$ cat src/rtl/audio_sample_scheduler.sv
// audio_sample_scheduler
//
// Buffers stereo L-PCM pairs (already in the pixel clock domain) in a small
// circular FIFO and hands them to the audio sample packet assembler in groups
// of up to four, together with the IEC 60958 frame index of the first pair.
// A packet is built when the data-island scheduler offers a slot and is held
// until the serializer acknowledges it.
//
// Ports:
//   clk_pixel                  pixel clock, the only clock
//   reset_n                    asynchronous active-low reset
//   sample_valid               strobe: sample_left/sample_right carry a new pair
//   sample_left, sample_right  channel samples, SAMPLE_WIDTH bits each
//   packet_request             strobe: an audio packet slot is available
//   packet_ack                 serializer consumed the presented packet
//   packet_valid               packet outputs are valid and stable
//   frame_counter              frame index (0..191) of slot 0
//   audio_sample_word          [slot][channel] samples, channel 0 = left
//   audio_sample_word_present  slot-present mask
//   samples_available          FIFO not empty
//   overflow                   one-cycle pulse when an incoming pair is dropped

module audio_sample_scheduler #(
  parameter int FIFO_DEPTH   = 8,
  parameter int SAMPLE_WIDTH = 24
) (
  input  logic                                 clk_pixel,
  input  logic                                 reset_n,
  input  logic                                 sample_valid,
  input  logic [SAMPLE_WIDTH-1:0]              sample_left,
  input  logic [SAMPLE_WIDTH-1:0]              sample_right,
  input  logic                                 packet_request,
  input  logic                                 packet_ack,
  output logic                                 packet_valid,
  output logic [7:0]                           frame_counter,
  output logic [3:0][1:0][SAMPLE_WIDTH-1:0]    audio_sample_word,
  output logic [3:0]                           audio_sample_word_present,
  output logic                                 samples_available,
  output logic                                 overflow
);

  localparam int AW = $clog2(FIFO_DEPTH);
  localparam int PW = AW + 1;

  typedef enum logic {
    IDLE,
    PRESENT
  } state_t;

  // Index 0 = left, index 1 = right, matching the packet channel layout.
  typedef logic [1:0][SAMPLE_WIDTH-1:0] pair_t;

  state_t        state;
  pair_t         mem [FIFO_DEPTH];
  logic [PW-1:0] wr_ptr;
  logic [PW-1:0] rd_ptr;
  logic [7:0]    next_frame;

  // Extra pointer MSB distinguishes full from empty, so the difference is the
  // fill level without a separate counter.
  logic [PW-1:0]                      count;
  logic                               pop;
  logic [2:0]                         pop_n;
  logic                               push_ok;
  logic [PW-1:0]                      wr_next;
  logic [PW-1:0]                      rd_next;
  logic [8:0]                         frame_sum;
  logic [7:0]                         frame_wrapped;
  logic [3:0][1:0][SAMPLE_WIDTH-1:0]  slot_words;
  logic [3:0]                         slot_mask;

  assign count = wr_ptr - rd_ptr;

  // NOTE: every signal assigned in an always_comb gets a default first, so
  // no path leaves it unassigned and no latch is inferred.
  always_comb begin
    pop           = 1'b0;
    pop_n         = 3'd0;
    push_ok       = 1'b0;
    wr_next       = wr_ptr;
    rd_next       = rd_ptr;
    frame_sum     = 9'd0;
    frame_wrapped = next_frame;
    slot_words    = '0;
    slot_mask     = 4'b0000;

    pop = (state == IDLE) && packet_request && (count != '0);
    if (pop) begin
      pop_n = (count >= PW'(4)) ? 3'd4 : 3'(count);
    end

    // A full FIFO still accepts a pair when a pop frees space this cycle.
    push_ok = sample_valid && ((count < PW'(FIFO_DEPTH)) || pop);

    wr_next = wr_ptr + PW'(push_ok);
    rd_next = rd_ptr + PW'(pop_n);

    frame_sum = {1'b0, next_frame} + {6'b0, pop_n};
    if (frame_sum >= 9'd192) begin
      frame_wrapped = 8'(frame_sum - 9'd192);
    end else begin
      frame_wrapped = 8'(frame_sum);
    end

    // Reads see the array before this cycle's write, so a same-cycle push is
    // never part of the popped group, even when it lands on a popped slot.
    for (int i = 0; i < 4; i++) begin
      if (3'(i) < pop_n) begin
        slot_words[i] = mem[rd_ptr[AW-1:0] + AW'(i)];
      end
    end

    case (pop_n)
      3'd1:    slot_mask = 4'b0001;
      3'd2:    slot_mask = 4'b0011;
      3'd3:    slot_mask = 4'b0111;
      3'd4:    slot_mask = 4'b1111;
      default: slot_mask = 4'b0000;
    endcase
  end

  // NOTE: sample storage has no reset; emptying the FIFO only needs the
  // pointers cleared, and stale entries are never read before being rewritten.
  always_ff @(posedge clk_pixel) begin
    if (push_ok) begin
      mem[wr_ptr[AW-1:0]] <= {sample_right, sample_left};
    end
  end

  // NOTE: sequential state uses non-blocking assignments only, so every
  // register samples the pre-edge values regardless of statement order.
  always_ff @(posedge clk_pixel or negedge reset_n) begin
    if (!reset_n) begin
      state                     <= IDLE;
      wr_ptr                    <= '0;
      rd_ptr                    <= '0;
      next_frame                <= 8'd0;
      packet_valid              <= 1'b0;
      frame_counter             <= 8'd0;
      audio_sample_word         <= '0;
      audio_sample_word_present <= 4'b0000;
      samples_available         <= 1'b0;
      overflow                  <= 1'b0;
    end else begin
      wr_ptr            <= wr_next;
      rd_ptr            <= rd_next;
      samples_available <= (wr_next != rd_next);
      overflow          <= sample_valid && !push_ok;

      case (state)
        IDLE: begin
          if (pop) begin
            state                     <= PRESENT;
            packet_valid              <= 1'b1;
            audio_sample_word         <= slot_words;
            audio_sample_word_present <= slot_mask;
            frame_counter             <= next_frame;
            next_frame                <= frame_wrapped;
          end
        end
        PRESENT: begin
          // Packet outputs hold; requests here are dropped, not queued.
          if (packet_ack) begin
            state        <= IDLE;
            packet_valid <= 1'b0;
          end
        end
        default: state <= IDLE;
      endcase
    end
  end

endmodule

$ cat config.mk
export PLATFORM = sky130hd
export DESIGN_NAME = audio_sample_scheduler
export DESIGN_NICKNAME = d
export VERILOG_FILES = /design/src/rtl/audio_sample_scheduler.sv
export SDC_FILE = /design/constraint.sdc
export NUM_CORES = 1
export LEC_CHECK = 0
export ABC_AREA = 1
export ABC_CLOCK_PERIOD_IN_PS = 5700
export BUFFER_PORTS_ARGS = -buffer_cell sky130_fd_sc_hd__buf_2
export CORE_MARGIN = 4
export CORE_UTILIZATION = 35
export DETAILED_ROUTE_END_ITERATION = 8
export PLACE_DENSITY = 0.54
export SYNTH_ARGS = -nofsm -noshare
export SYNTH_HDL_FRONTEND = slang
export SYNTH_SLANG_ARGS = --single-unit
$ cat constraint.sdc
create_clock -name clk_pixel -period 5.7 [get_ports clk_pixel]
set_input_delay 1.14 -clock clk_pixel [delete_from_list [all_inputs] [get_ports clk_pixel]]
set_output_delay 1.14 -clock clk_pixel [all_outputs]
set_load 0.005 [all_outputs]
==> results.json <==
{
  "cts_sinks": 608,
  "cts_hold_buf": 0,
  "tns_ps": 0,
  "avgSynthCellArea_um2": 9.50,
  "antenna_found_initial": 12,
  "rsz0062_at_grt": "no",
  "hold_viol": 0,
  "min_path_type": "reg2reg",
  "path_buf_inv": 3,
  "r2r_cells": 27,
  "root_buffer": "clkbuf_16",
  "drt_iter0_markers": 2228,
  "final_cell_area_mm2": 0.0337,
  "row_count": 105,
  "gp_congestion": 0.807,
  "cp-end-kind": "flop",
  "place_area_mm2": 0.0312,
  "netlist.area_leader.share_pct": 39.5,
  "viasPerCell": 5.43,
  "fin_nets": 3294,
  "cp_slowest_cell": "dfrtp_1",
  "fmax_ghz": 0.217,
  "syn-cell-area_mm2": 0.0292,
  "core_mm2": 0.0824,
  "ant_nets": 0,
  "post_drt_wl_per_cell_um": 22.4,
  "ir_drop_uv": 562,
  "ctsLongestPathBuffers": 3,
  "clkTransAtPathRegs_ps": 60,
  "grt_max_degree": 195,
  "post_cts_buffers": 0,
  "crit_required_ps": 6190,
  "ys_ff_latch": 608,
  "ios": 260,
  "ys_types": 37,
  "fp.dieH_um": 297,
  "cellLeakagePower_nw": 14.0,
  "hold_path_depth": 1,
  "yosys_warnings": 0,
  "max_stage_delay_ps": 740,
  "layout-area-overhead-vs-synth_pct": 15.2,
  "min_to": "audio_sample_word_present[0]",
  "hpwl_um": 56000,
  "firstDrtPassIters": 6,
  "critPathArrivalTime_ps": 5090,
  "drc": 0,
  "h-tree-depth": 3,
  "crit_type": "reg2reg",
  "drv_cap": 0,
  "synthCells": 3074,
  "fillers": 7961,
  "final_common_cell": "nand2_1",
  "cts_tree": "done",
  "maxSlewViolCount": 0,
  "cts_buffers": 70,
  "synth_area_leaders": "edfxtp_1 39%, dfrtp_1 19%, nand2_1 8.6%",
  "period_needed_ps": 4600,
  "vias": 23670,
  "routed_wl_um": 97700,
  "crit_path_frequent_cell": "nand2_1",
  "ys_seq_area_share_pct": 58.7,
  "cts_resized": 0,
  "startpoint_type": "flop",
  "reg2reg_to": "next_frame[6]",
  "synth-main-ff-cell": "edfxtp_1",
  "r2r_slack_ps": 1100,
  "syn_nets": 3144,
  "min_from": "audio_sample_word_present[0]",
  "fin_crit_sh_pct": 80.8,
  "grt_pass1_wl_um": 145000,
  "outcome": "finished clean",
  "path_max_fanout": 69,
  "layout_common_cells": "669 x nand2_1, 384 x edfxtp_1, 325 x o21ai_1",
  "slew_headroom_pct": 26.7,
  "setup_violations": 0,
  "cp_top_family": "simple AND/OR/NAND/NOR gates",
  "insertion_delay_ps": 600,
  "dieArea_mm2": 0.0882,
  "async_reset_ff_share_pct": 36.8,
  "synth_edf_count": 384,
  "grt_overflow_total": 0,
  "clock_skew_ps": 16.6,
  "power.density_mw_per_mm2": 699,
  "io_buffers": 259,
  "synth_top_cell_by_area": "edfxtp_1",
  "drive_above_1_share_pct": 14.0,
  "worstReg2RegStart": "rd_ptr[2]",
  "tightest_slew_ps": 1100,
  "track_usage_pct": 21.6,
  "die_x_um": 297,
  "start_util_pct": 35.5,
  "grt_pass1_vias": 22337
}
-- synthesized netlist by cell type, types with 6 or more instances --
cell type	n
nand2_1	670
edfxtp_1	384
o21ai_1	325
o21ai_0	309
nor2_1	248
dfrtp_1	224
inv_1	218
o22ai_1	183
a22o_1	137
clkbuf_1	109
buf_2	72
a221oi_1	42
buf_4	24
nand3_1	21
ha_1	14
buf_1	12
buf_6	11
inv_2	11
nor3_1	8
xor2_1	7
a21oi_1	6
-- state kept, by name, summed over array words and instances (netlist names) --
| name | cells |
|---|---|
| frame_counter | 8 |
| audio_sample_word | 192 |
| rd_ptr | 4 |
| mem | 384 |
| next_frame | 8 |
| overflow | 1 |
| samples_available | 1 |
| wr_ptr | 4 |
| state | 1 |
| audio_sample_word_present | 4 |
| packet_valid | 1 |
-- worst max-delay path by stage --
stage	from	endpoint	slack, ps	cells past startpoint
2_1_floorplan	rd_ptr[1]	mem[2][0]	360	9
3_3_place_gp	rd_ptr[2]	next_frame[7]	1190	27
3_5_place_dp	rd_ptr[2]	next_frame[6]	1100	27
4_1_cts	rd_ptr[2]	next_frame[6]	1090	27
5_1_grt	rd_ptr[2]	next_frame[6]	590	27
6_report	rd_ptr[2]	next_frame[6]	1100	27
-- where the power goes --
group	switching (mW)	internal [mW]
sequential	0.668	5.94
clock	1.85	2.84
combinational	8.36	3.88
total	10.9	12.7
-- per-layer routing --
layer	track usage [%]	share of wire, %
met2	34.2	45
met5	0	0.074
met3	4.08	7.5
met1	29.9	44
met4	7.33	2.8
-- final cells by class --
type / instances / area (um^2) / area share (%)
repair buffers: 308 / 1690 / 5.01
flip-flops and latches: 608 / 17100 / 50.9
inverters: 229 / 873 / 2.59
multi-input cells: 2007 / 10200 / 30.2
diodes: 8 / 20.0 / 0.0595
clock inverters: 22 / 239 / 0.710
clock buffers: 108 / 2190 / 6.51
well taps: 1070 / 1340 / 3.98
-- through the flow --
step	worst slack (ps)	cells	hold WS (ps)	util, %	power, mW
floorplan	365	3074	465	-	14.5
global placement	1190	4222	460	37.9	18.8
detailed placement	1100	4222	459	37.9	18.9
CTS	1090	4352	472	40.8	23.6
global route	589	4354	479	40.9	25.2
finish	1100	4360	468	40.9	23.5
-- kinds of logic after synthesis --
kind of cell	Yosys count	synth area share, %
buffers and inverters	459	6.80
flip-flops	608	58.7
AO/OA/AOI/OAI	1015	20.6
adder cells (fa/ha/maj)	17	0.805
AND/OR/NAND/NOR	963	12.7
XOR/XNOR	12	0.450
Power figures use the tool's default switching activity.
